===== src/rtl/multicycle_control_fsm.sv =====
// rtl/multicycle_control_fsm.sv - multicycle RV32-style instruction control FSM
//
// Ports:
//   clk           system clock, rising edge
//   rst           asynchronous active-high reset, forces FETCH
//   opcode[6:0]   instruction opcode, frozen after FETCH
//   mem_ready     memory handshake, access completes when high
//   branch_taken  ALU branch compare result, used in EXECUTE
//   ir_write      load instruction register
//   pc_write      update PC
//   pc_src        0 = PC+4, 1 = ALU target
//   mem_read      memory read request
//   mem_write     memory write request
//   mem_addr_sel  0 = PC, 1 = ALU result
//   reg_write     register-file write enable
//   wb_sel[1:0]   0 = ALU, 1 = memory data, 2 = PC+4
//   state[2:0]    FETCH=0 DECODE=1 EXECUTE=2 MEM=3 WB=4 TRAP=5
//   retire        one-cycle pulse per completed instruction
//   illegal       high while in TRAP
module multicycle_control_fsm (
  input  logic       clk,
  input  logic       rst,
  input  logic [6:0] opcode,
  input  logic       mem_ready,
  input  logic       branch_taken,
  output logic       ir_write,
  output logic       pc_write,
  output logic       pc_src,
  output logic       mem_read,
  output logic       mem_write,
  output logic       mem_addr_sel,
  output logic       reg_write,
  output logic [1:0] wb_sel,
  output logic [2:0] state,
  output logic       retire,
  output logic       illegal
);

  localparam logic [6:0] OP_R      = 7'b0110011;
  localparam logic [6:0] OP_I      = 7'b0010011;
  localparam logic [6:0] OP_LOAD   = 7'b0000011;
  localparam logic [6:0] OP_STORE  = 7'b0100011;
  localparam logic [6:0] OP_BRANCH = 7'b1100011;
  localparam logic [6:0] OP_JAL    = 7'b1101111;
  localparam logic [6:0] OP_JALR   = 7'b1100111;
  localparam logic [6:0] OP_LUI    = 7'b0110111;
  localparam logic [6:0] OP_AUIPC  = 7'b0010111;

  typedef enum logic [2:0] {
    S_FETCH   = 3'd0,
    S_DECODE  = 3'd1,
    S_EXECUTE = 3'd2,
    S_MEM     = 3'd3,
    S_WB      = 3'd4,
    S_TRAP    = 3'd5
  } state_t;

  state_t cur_state;
  state_t nxt_state;

  logic is_load;
  logic is_store;
  logic is_branch;
  logic is_jump;
  logic is_legal;

  assign is_load   = (opcode == OP_LOAD);
  assign is_store  = (opcode == OP_STORE);
  assign is_branch = (opcode == OP_BRANCH);
  assign is_jump   = (opcode == OP_JAL) || (opcode == OP_JALR);
  assign is_legal  = is_load || is_store || is_branch || is_jump ||
                     (opcode == OP_R) || (opcode == OP_I) ||
                     (opcode == OP_LUI) || (opcode == OP_AUIPC);

  assign state = cur_state;

  always_ff @(posedge clk or posedge rst) begin
    if (rst) begin
      cur_state <= S_FETCH;
    end else begin
      cur_state <= nxt_state;
    end
  end

  always_comb begin
    nxt_state    = cur_state;
    ir_write     = 1'b0;
    pc_write     = 1'b0;
    pc_src       = 1'b0;
    mem_read     = 1'b0;
    mem_write    = 1'b0;
    mem_addr_sel = 1'b0;
    reg_write    = 1'b0;
    wb_sel       = 2'd0;
    retire       = 1'b0;
    illegal      = 1'b0;

    case (cur_state)
      S_FETCH: begin
        mem_read = 1'b1;
        // Reset holds the FSM in FETCH; keep ir_write quiet so the
        // instruction register is not loaded while reset is asserted.
        ir_write = mem_ready && !rst;
        if (mem_ready) begin
          nxt_state = S_DECODE;
        end
      end
      S_DECODE: begin
        nxt_state = is_legal ? S_EXECUTE : S_TRAP;
      end
      S_EXECUTE: begin
        if (is_load || is_store) begin
          nxt_state = S_MEM;
        end else if (is_branch) begin
          pc_write  = 1'b1;
          pc_src    = branch_taken;
          retire    = 1'b1;
          nxt_state = S_FETCH;
        end else begin
          nxt_state = S_WB;
        end
      end
      S_MEM: begin
        // Only LOAD or STORE reach MEM, and opcode is frozen here.
        mem_addr_sel = 1'b1;
        mem_write    = is_store;
        mem_read     = !is_store;
        if (mem_ready) begin
          if (is_store) begin
            pc_write  = 1'b1;
            retire    = 1'b1;
            nxt_state = S_FETCH;
          end else begin
            nxt_state = S_WB;
          end
        end
      end
      S_WB: begin
        reg_write = 1'b1;
        pc_write  = 1'b1;
        retire    = 1'b1;
        pc_src    = is_jump;
        wb_sel    = is_load ? 2'd1 : (is_jump ? 2'd2 : 2'd0);
        nxt_state = S_FETCH;
      end
      S_TRAP: begin
        illegal   = 1'b1;
        nxt_state = S_TRAP;
      end
      default: begin
        nxt_state = S_FETCH;
      end
    endcase
  end

endmodule


===== config.mk =====
export PLATFORM = sky130hd
export DESIGN_NAME = multicycle_control_fsm
export DESIGN_NICKNAME = d
export VERILOG_FILES = /design/src/rtl/multicycle_control_fsm.sv
export SDC_FILE = /design/constraint.sdc
export NUM_CORES = 1
export LEC_CHECK = 0
export BUFFER_PORTS_ARGS = -buffer_cell sky130_fd_sc_hd__clkbuf_2
export CAP_MARGIN = 20
export CORE_AREA = 2 2 39 41
export DETAILED_ROUTE_END_ITERATION = 6
export DIE_AREA = 0 0 41 43
export MAX_ROUTING_LAYER = met4
export SLEW_MARGIN = 20
export SYNTH_ARGS = -nofsm -noshare
export SYNTH_HDL_FRONTEND = slang
export SYNTH_SLANG_ARGS = --single-unit

===== constraint.sdc =====
create_clock -name clk -period 1.7 [get_ports clk]
set_input_delay 0.17 -clock clk [delete_from_list [all_inputs] [get_ports clk]]
set_output_delay 0.17 -clock clk [all_outputs]
set_load 0.01 [all_outputs]

==> results of run 1 <==
[kinds of logic (layout without fill, tap and decap cells)]
kind of cell	count (synthesis)	after routing	share of synthesized area, %
simple gates	24	24	36.69
compound gates	12	12	27.70
buf+inv	9	37	11.15
flops	3	3	21.58
fa+ha+maj	1	1	2.878
[placed cells by master (no fill, tap or decap), types with 2 or more instances in the layout]
master / instances
nor3_1: 2
o32ai_1: 2
nor2_1: 4
dfrtp_1: 3
clkbuf_2: 24
buf_4: 2
nand2_1: 3
nand2b_1: 2
inv_1: 6
nor2b_1: 2
clkbuf_4: 3
o21ai_0: 3
nor4_1: 2
[layout make-up]
cell class	instances	area, µm²
clock buffers	4	26.28
fillers	149	830.8
well taps	16	20.02
multi-input cells	37	264.0
repair buffers	27	145.1
inverters	6	22.52
flip-flops and latches	3	75.07
[stage by stage]
| stage | util [%] | total power, W | cell area [µm²] | hold slack (ns) |
|---|---|---|---|---|
| after floorplan | - | 0.0003287 | 347.8 | -0.07636 |
| after global placement | 35.17 | 0.0004636 | 486.7 | 0.03250 |
| after detailed placement | 35.17 | 0.0004619 | 486.7 | 0.03795 |
| after CTS | 38.25 | 0.0005987 | 529.3 | 0.2830 |
| after global routing | 39.96 | 0.0006589 | 553.0 | 0.3054 |
| final | 39.96 | 0.0006108 | 553.0 | 0.2862 |
[worst max path at each step]
| stage | start | to | slack, ns | cells after the start |
|---|---|---|---|---|
| 3_3_place_gp | opcode[2] | pc_src | 0.04 | 5 |
| 2_1_floorplan | opcode[2] | retire | 0.12 | 5 |
| 5_1_grt | state[2] | pc_write | 0.003 | 5 |
| 3_5_place_dp | opcode[2] | pc_write | 0.02 | 5 |
| 4_1_cts | opcode[2] | pc_write | 0.02 | 5 |
| 6_report | opcode[2] | pc_src | 0.09 | 5 |
[worst min-delay path, cell delays in order]
cell and delay [ns]:
clkbuf_2 0.11, nand3_1 0.10, o211ai_1 0.10
[metal layers]
layer  share of wire (%)  vias to the layer above  track usage (%)
li1                    -                      234                -
met4                 1.5                        0            10.00
met5                   0                        -                -
met2                  46                       17            18.75
met3                 6.1                        2            3.141
met1                  46                      197            16.56
[repair_timing]
item	in CTS	in global routing
endpoints found under the hold margin	3	0
setup endpoints to repair	1	5
hold buffers	1	0
pin swaps	0	0
gates resized for setup	1	5
[where the power goes]
| group | total [W] | switching [W] | internal (W) |
|---|---|---|---|
| Sequential | 0.000128 | 0.0000312 | 0.0000964 |
| Combinational | 0.000356 | 0.000207 | 0.000149 |
| Clock | 0.000127 | 0.0000388 | 0.0000881 |
==> flow_metrics.tcl, run 1 <==
set metrics [dict create \
    status "completed" \
    cp_slowest_stage_delay_ns 0.58 \
    cp_slowest_cell "or4_4" \
    min_to "state[0]" \
    ys_seq_elements 3 \
    clkLatencyLatePin_ns 0.23 \
    slew_viol_final 0 \
    cp-end-kind "output port" \
    postCtsSetupBuffers 0 \
    htree_num_levels 1 \
    routed_wl_um 1057 \
    finalSetupViolCount 0 \
    io_pins 25 \
    cts.reportedPaths.clkPinSlew_ns 0.04 \
    worstHoldStart "mem_ready" \
    synth-seq-area-share_pct 21.58 \
    timing.final.crit_share_pct 94.76 \
    required_ns 1.53 \
    fin_tns_setup_ns 0 \
    num_rows 14 \
    maxCapViolations 0 \
    grt_max_degree 9 \
    fin_crit_ns 1.611 \
    maxSlewHeadroom_pct 75.62 \
    cts_sinks 3 \
    whs_path_depth 3 \
    drt_pass1_iterations 2 \
    final_hold_viol_count 0 \
    synth.avg_cell_area_um2 7.099 \
    power.density_nw_per_um2 1104 \
    grt_pass1_vias 424 \
    cts_tree "done" \
    drtAntennaViolNets 0 \
    synth_area_leaders "dfrtp_1 (22%), nor4_1 (7.2%), inv_1 (6.5%)" \
    synth_common_cells "inv_1 (6), nor2_1 (5), nand2_1 (4), nor4_1 (4)" \
    worstSetupPathType "in -> out" \
    first_iter_violations 3 \
    worstPathCellList "clkbuf_2, or4_4, nor4_1, a21o_1, clkbuf_2" \
    yosys.cell_count.top_type "inv_1" \
    critical_path.max_fanout 6 \
    num_vias 450 \
    syn_inst 49 \
    p_leak_nw 0.2780 \
    drive_above_1_share_pct 45.45 \
    ir_drop_mv 0.5181 \
    reg2reg_from "state[0]" \
    cp.buffers_inverters 2 \
    cts_buffers 3 \
    vias_per_cell 4.839 \
    wire_per_inst_um 11.37 \
    fp.coreArea_um2 1384 \
    grt_first_pass_wirelength_um 1566 \
    die_x_um 41 \
    gp_congestion 0.7520 \
    placed_cells_incl_taps 88 \
    drc_errors 0 \
    cp_data_arrival_time_ns 1.44 \
    r2r_end "state[0]" \
    worst_slack_ns 0.08916 \
    worstRegToRegCells 4 \
    async_flop_share_pct 100.0 \
    final_nets 89 \
    die_h_um 43 \
    ys.flop_type "dfrtp_1" \
    die_area_um2 1763 \
    grt_use_total_pct 13.62 \
    path_delay_family "simple AND/OR/NAND/NOR gates" \
    startpoint_type "primary input" \
    synth_edf_count 0 \
    synth_cell_types 25 \
    r2r_setup_slack_ns 0.29 \
    clock.fmax_mhz 620.8 \
    ys.warnings.count 0 \
    initial_core_util_pct 25.14 \
    synth_nets 60 \
    diodes 0 \
    antenna_found_initial 0 \
    finClkSkew_ns 0.0001918 \
    post-synth-top-area-cell "dfrtp_1" \
    grt_overflow 0 \
    clk_path_buf_depth 2 \
    min_path_type "in -> reg" \
    areaGrowthSynthToFinish_pct 58.99 \
    path_common_cell "clkbuf_2" \
    rsz0062_at_grt "no" \
    netlist_area_um2 347.8 \
    post-place-ws_ns 0.01782 \
    port_buffers 24 \
    synth_top_area_share_pct 21.58 \
    cts-root-buf "clkbuf_4" \
    stdcell_count 93 \
    worst_pin_slew_ns 0.3645 \
    largest_register_ff_count 3 \
]
Power figures use the tool's default switching activity.
==> run 2: changes to the inputs <==
--- a/config.mk
+++ b/config.mk
@@ -5,12 +5,16 @@
 export SDC_FILE = /design/constraint.sdc
 export NUM_CORES = 1
 export LEC_CHECK = 0
+export ABC_CLOCK_PERIOD_IN_PS = 1700
 export BUFFER_PORTS_ARGS = -buffer_cell sky130_fd_sc_hd__clkbuf_2
-export CAP_MARGIN = 20
-export CORE_AREA = 2 2 39 41
+export CAP_MARGIN = 25
+export CELL_PAD_IN_SITES_DETAIL_PLACEMENT = 1
+export CELL_PAD_IN_SITES_GLOBAL_PLACEMENT = 2
+export CORE_MARGIN = 1
+export CORE_UTILIZATION = 18
 export DETAILED_ROUTE_END_ITERATION = 6
-export DIE_AREA = 0 0 41 43
 export MAX_ROUTING_LAYER = met4
+export PLACE_DENSITY_LB_ADDON = 0.1
 export SLEW_MARGIN = 20
 export SYNTH_ARGS = -nofsm -noshare
 export SYNTH_HDL_FRONTEND = slang
==> run 2 against run 1 <==
Clock power decreased by 3%. Cell count increased by 14%. Die area increased by 20%. Combinational power increased by 4%. Flip-flop and latch count unchanged. Sequential power about the same. Wire length increased by 12%.
==> flow_metrics.tcl, run 2 (synthesis results as in run 1) <==
set metrics [dict create \
    clkPwrFrac_pct 19.8 \
    die_h_um 45.96 \
    drc_errors 0 \
    cts_buffers 3 \
    met2_length_um 526 \
    initial_core_util_pct 19.72 \
    drtAntennaViolNets 0 \
    gp_congestion 0.7393 \
    timing.final.crit_share_pct 95.77 \
    wl_met1_um 553 \
    die_x_um 45.96 \
    first_iter_violations 2 \
    whs_path_depth 3 \
    cts_tree "done" \
    ir_drop_mv 0.3896 \
    required_ns 1.53 \
    min_path_type "in -> reg" \
    fin_tns_setup_ns 0 \
    maxSlewHeadroom_pct 76.91 \
    status "completed" \
    grt_first_pass_wirelength_um 1766 \
    port_buffers 24 \
    worst_pin_slew_ns 0.3432 \
    p_int_w 0.0003577 \
    cts_sinks 3 \
    multiInputGateArea_um2 244.0 \
    rsz0062_at_grt "yes" \
    p_seq_share_pct 20.6 \
    p_leak_nw 0.2904 \
    critical_path.max_fanout 5 \
    reg2reg_from "state[0]" \
    worstSetupPathType "in -> out" \
    htree_num_levels 1 \
    num_vias 505 \
    placed_cells_incl_taps 101 \
    areaGrowthSynthToFinish_pct 65.11 \
    fin_crit_ns 1.628 \
    grt_pass1_vias 417 \
    drt_pass1_iterations 4 \
    regArea_um2 75.07 \
    p_comb_share_pct 59.6 \
    cts.reportedPaths.clkPinSlew_ns 0.03 \
    antenna_found_initial 0 \
    power.density_nw_per_um2 1085 \
    r2r_end "state[0]" \
    grt_max_degree 9 \
    worstHoldStart "mem_ready" \
    p_sw_share_pct 42.61 \
    final_nets 93 \
    maxCapViolations 0 \
    crit_start "opcode[2]" \
    final_hold_viol_count 0 \
    num_rows 15 \
    maxUsedRoutingLayer "met4" \
    largest_register_ff_count 3 \
    grt_overflow 0 \
    vias_per_cell 4.764 \
    nFillCells 249 \
    io_pins 25 \
    min_to "state[0]" \
    drive_above_1_share_pct 44.44 \
    startpoint_type "primary input" \
    clkLatencyLatePin_ns 0.23 \
    grt_use_total_pct 12.09 \
    finalSetupViolCount 0 \
    cts-root-buf "clkbuf_4" \
    die_area_um2 2112 \
    clock.fmax_mhz 614.2 \
    routed_wl_um 1179 \
    wire_per_inst_um 11.12 \
    fp.coreArea_um2 1764 \
    met3_length_um 88 \
    final_common_cell "clkbuf_2" \
    mostFrequentLayoutCells "clkbuf_2 (24), inv_1 (6), buf_4 (6)" \
    r2r_setup_slack_ns 0.26 \
    stdcell_count 106 \
    diodes 0 \
    cp_data_arrival_time_ns 1.46 \
    worstRegToRegCells 4 \
    slew_viol_final 0 \
    p_sw_w 0.0002656 \
    clk_path_buf_depth 2 \
    cp-end-kind "output port" \
    fin_hold_ws_ns 0.3013 \
    finClkSkew_ns 0.003334 \
    dp_hpwl_um 999.4 \
]
[run 2: critical path: stages]
cell and delay [ns]:
clkbuf_2 0.11, or4_4 0.57, nor4_1 0.32, a21o_1 0.16, clkbuf_2 0.12
[run 2: per-stage QoR]
step | total power, W | utilization, % | instance area [µm²] | worst slack [ns]
2_1_floorplan | 0.0003287 | - | 347.8 | 0.1212
3_3_place_gp | 0.0005085 | 29.93 | 528.0 | 0.02498
3_5_place_dp | 0.0005052 | 29.93 | 528.0 | -0.009937
4_1_cts | 0.0006334 | 32.20 | 568.0 | 0.05850
5_1_grt | 0.0006755 | 32.55 | 574.3 | -0.02114
6_report | 0.0006233 | 32.55 | 574.3 | 0.07190
[run 2: worst max path at each step]
stage,slack (ns),end,depth (start not counted)
6_report,0.07,pc_src,5
5_1_grt,-0.02,pc_src,5
4_1_cts,0.06,retire,5
3_5_place_dp,-0.01,retire,5
3_3_place_gp,0.02,pc_src,5
2_1_floorplan,0.12,retire,5
[run 2: final cells by class]
type / count / share of cell area [%]
Clock buffer: 4 / 4.575
Inverter: 6 / 3.922
Multi-Input combinational cell: 37 / 42.48
Sequential cell: 3 / 13.07
Tap cell: 25 / 5.447
Timing Repair Buffer: 31 / 30.50
[run 2: power by group through the flow]
stage / Sequential [W] / Combinational [W] / Clock (W)
final: 0.000129 / 0.000372 / 0.000123
after global routing: 0.000136 / 0.000411 / 0.000128
after floorplan: 0.000143 / 0.000186 / 0
after global placement: 0.000132 / 0.000376 / 0
after CTS: 0.000131 / 0.000377 / 0.000125
after detailed placement: 0.000132 / 0.000373 / 0
[run 2: timing repair]
| item | CTS | global route |
|---|---|---|
| hold buffers | 1 | 0 |
| endpoints found under the hold margin | 3 | 0 |
| setup endpoints to repair | 2 | 4 |
| buffers inserted | 0 | 0 |
| gates resized for setup | 1 | 1 |
[run 2: metal layers]
metal,vias up,track usage [%]
met5,-,-
met4,0,5.294
met3,2,1.587
met2,23,17.18
met1,240,16.82
li1,240,-
==> run 3: changes to the inputs <==
==> config.mk (replaced) <==
export PLATFORM = sky130hd
export DESIGN_NAME = multicycle_control_fsm
export DESIGN_NICKNAME = d
export VERILOG_FILES = /design/src/rtl/multicycle_control_fsm.sv
export SDC_FILE = /design/constraint.sdc
export NUM_CORES = 1
export LEC_CHECK = 0
export ABC_AREA = 1
export ABC_CLOCK_PERIOD_IN_PS = 1700
export BUFFER_PORTS_ARGS = -buffer_cell sky130_fd_sc_hd__clkbuf_2
export CAP_MARGIN = 25
export CELL_PAD_IN_SITES_DETAIL_PLACEMENT = 0
export CELL_PAD_IN_SITES_GLOBAL_PLACEMENT = 1
export CORE_MARGIN = 1
export CORE_UTILIZATION = 24
export DETAILED_ROUTE_END_ITERATION = 6
export MAX_ROUTING_LAYER = met4
export PLACE_DENSITY_LB_ADDON = 0.1
export SYNTH_ARGS = -nofsm -noshare
export SYNTH_HDL_FRONTEND = slang
export SYNTH_SLANG_ARGS = --single-unit
==> run 3 against run 2 <==
Area after synthesis up 14%. Wire length down 16%. Register-to-register slack better by 0.25 ns. Sequential power grew 8%. Cell count is 9.4% higher. Largest cell class unchanged. Highest routed layer is now met3.
==> flow_metrics.tcl, run 3 <==
set metrics [dict create \
    status "completed" \
    final_nets 112 \
    met3_length_um 45 \
    placed_cells_incl_taps 111 \
    async_flop_share_pct 100.0 \
    cts_sinks 3 \
    wire_per_inst_um 8.491 \
    synth_edf_count 0 \
    maxUsedRoutingLayer "met3" \
    cts.reportedPaths.clkPinSlew_ns 0.04 \
    ys_seq_elements 3 \
    grt_first_pass_wirelength_um 1711 \
    num_vias 497 \
    cp_slowest_stage_delay_ns 0.42 \
    nFillCells 183 \
    antenna_found_initial 0 \
    grt_pass1_vias 447 \
    synth_top_area_share_pct 18.87 \
    synth_common_cells "nand2_1 (20), nor2_1 (13), inv_1 (11)" \
    port_buffers 24 \
    yosys.cell_count.top_type "nand2_1" \
    stdcell_count 116 \
    power.density_nw_per_um2 1132 \
    met2_length_um 367 \
    cts_tree "done" \
    maxCapViolations 0 \
    maxSlewHeadroom_pct 82.13 \
    netlist_area_um2 397.9 \
    min_path_type "in -> reg" \
    vias_per_cell 4.284 \
    worst_pin_slew_ns 0.2667 \
    gp_congestion 0.7604 \
    first_iter_violations 5 \
    cts_buffers 3 \
    regArea_um2 75.07 \
    grt_overflow 0 \
    routed_wl_um 985 \
    rsz0062_at_grt "no" \
    synth_cell_types 18 \
    die_h_um 42.72 \
    cp-end-kind "output port" \
    syn_inst 72 \
    finClkSkew_ns 0.003282 \
    multiInputGateArea_um2 259.0 \
    drt_pass1_iterations 4 \
    worstPathCellList "nor3_2, nand3b_1, o22ai_1, clkbuf_2" \
    synth-seq-area-share_pct 18.87 \
    fin_crit_ns 1.547 \
    htree_num_levels 1 \
    timing.final.crit_share_pct 91.00 \
    diodes 0 \
    ys.warnings.count 0 \
    post-synth-top-area-cell "dfrtp_1" \
    fp.coreArea_um2 1524 \
    grt_use_total_pct 12.26 \
    clkLatencyLatePin_ns 0.23 \
    postLayoutCoreUtil_pct 37.19 \
    synth.avg_cell_area_um2 5.526 \
    clk_path_buf_depth 2 \
    ir_drop_mv 0.7013 \
    post-place-ws_ns 0.3748 \
    io_pins 25 \
    num_rows 14 \
    drtAntennaViolNets 0 \
    final_hold_viol_count 0 \
    grt_max_degree 6 \
    post_cts_resized 0 \
    worst_slack_ns 0.1530 \
    postCtsSetupBuffers 0 \
    hold_buffers 1 \
    areaGrowthSynthToFinish_pct 42.45 \
    mostFrequentLayoutCells "clkbuf_2 (24), nand2_1 (20), nor2_1 (13)" \
    startpoint_type "flop" \
    synth_nets 83 \
    drive_above_1_share_pct 39.00 \
    slew_viol_final 0 \
    die_area_um2 1825 \
    drc_errors 0 \
    largest_register_ff_count 3 \
    p_leak_nw 0.3434 \
    required_ns 1.53 \
    cts-root-buf "clkbuf_4" \
    finalSetupViolCount 0 \
    dp_hpwl_um 880.6 \
    clock.fmax_mhz 646.4 \
    synth_area_leaders "dfrtp_1 (19%), nand2_1 (19%), nor2_1 (12%)" \
    cp_data_arrival_time_ns 1.38 \
    fin_tns_setup_ns 0 \
    die_x_um 42.72 \
    cp.buffers_inverters 1 \
    cp_slowest_cell "dfrtp_1" \
    critical_path.max_fanout 5 \
    wl_met1_um 572 \
    final_common_cell "clkbuf_2" \
    worstSetupPathType "reg -> out" \
    initial_core_util_pct 26.11 \
    fin_hold_ws_ns 0.2472 \
    path_delay_family "simple AND/OR/NAND/NOR gates" \
    ys.flop_type "dfrtp_1" \
]
[run 3: power by group]
group | internal [W] | total [W] | leakage (nW) | switching [W]
logic | 0.000145 | 0.000382 | 0.291 | 0.000237
clock network | 0.0000876 | 0.000120 | 0.0150 | 0.0000321
registers | 0.0000992 | 0.000139 | 0.0376 | 0.0000400
[run 3: final cells by class]
class                      instances  area share [%]
multi-input combinational         53           45.70
clock buffer                       4           4.636
sequential                         3           13.25
timing repair buffer              25           22.96
tap                               16           3.532
inverter                          15           9.934
[run 3: through the flow]
| step | power (W) | area, µm² |
|---|---|---|
| 2_1_floorplan | 0.0004021 | 397.9 |
| 3_3_place_gp | 0.0005296 | 530.5 |
| 3_5_place_dp | 0.0005245 | 530.5 |
| 4_1_cts | 0.0006531 | 566.8 |
| 5_1_grt | 0.0007097 | 566.8 |
| 6_report | 0.0006414 | 566.8 |
[run 3: worst min-delay path, stage by stage]
cell      delay (ns)
clkbuf_2        0.10
a21oi_1         0.06
nor2_1          0.09
[run 3: layer usage]
layer | global-route usage, % | vias up
met2 | 16.97 | 14
met3 | 5.106 | 0
met1 | 17.71 | 207
met5 | - | -
met4 | 0 | 0
li1 | - | 276
[run 3: kinds of logic after synthesis]
| kind of cell | count (synthesis) | share of synthesized area (%) |
|---|---|---|
| AOI/OAI and AO/OA | 6 | 10.69 |
| DFF | 3 | 18.87 |
| and+or+nand+nor | 47 | 54.40 |
| buffers and inverters | 16 | 16.04 |
[run 3: worst paths after layout]
path	start	endpoint	cells past startpoint	slack, ns
max	state[0]	pc_src	4	0.15
min	mem_ready	state[2]	3	0.25
max reg2reg	state[0]	state[0]	6	0.51
min reg2reg	state[2]	state[0]	3	0.65
max in group asynchronous	rst	state[2]	3	1.21
min in group asynchronous	rst	state[0]	3	0.36
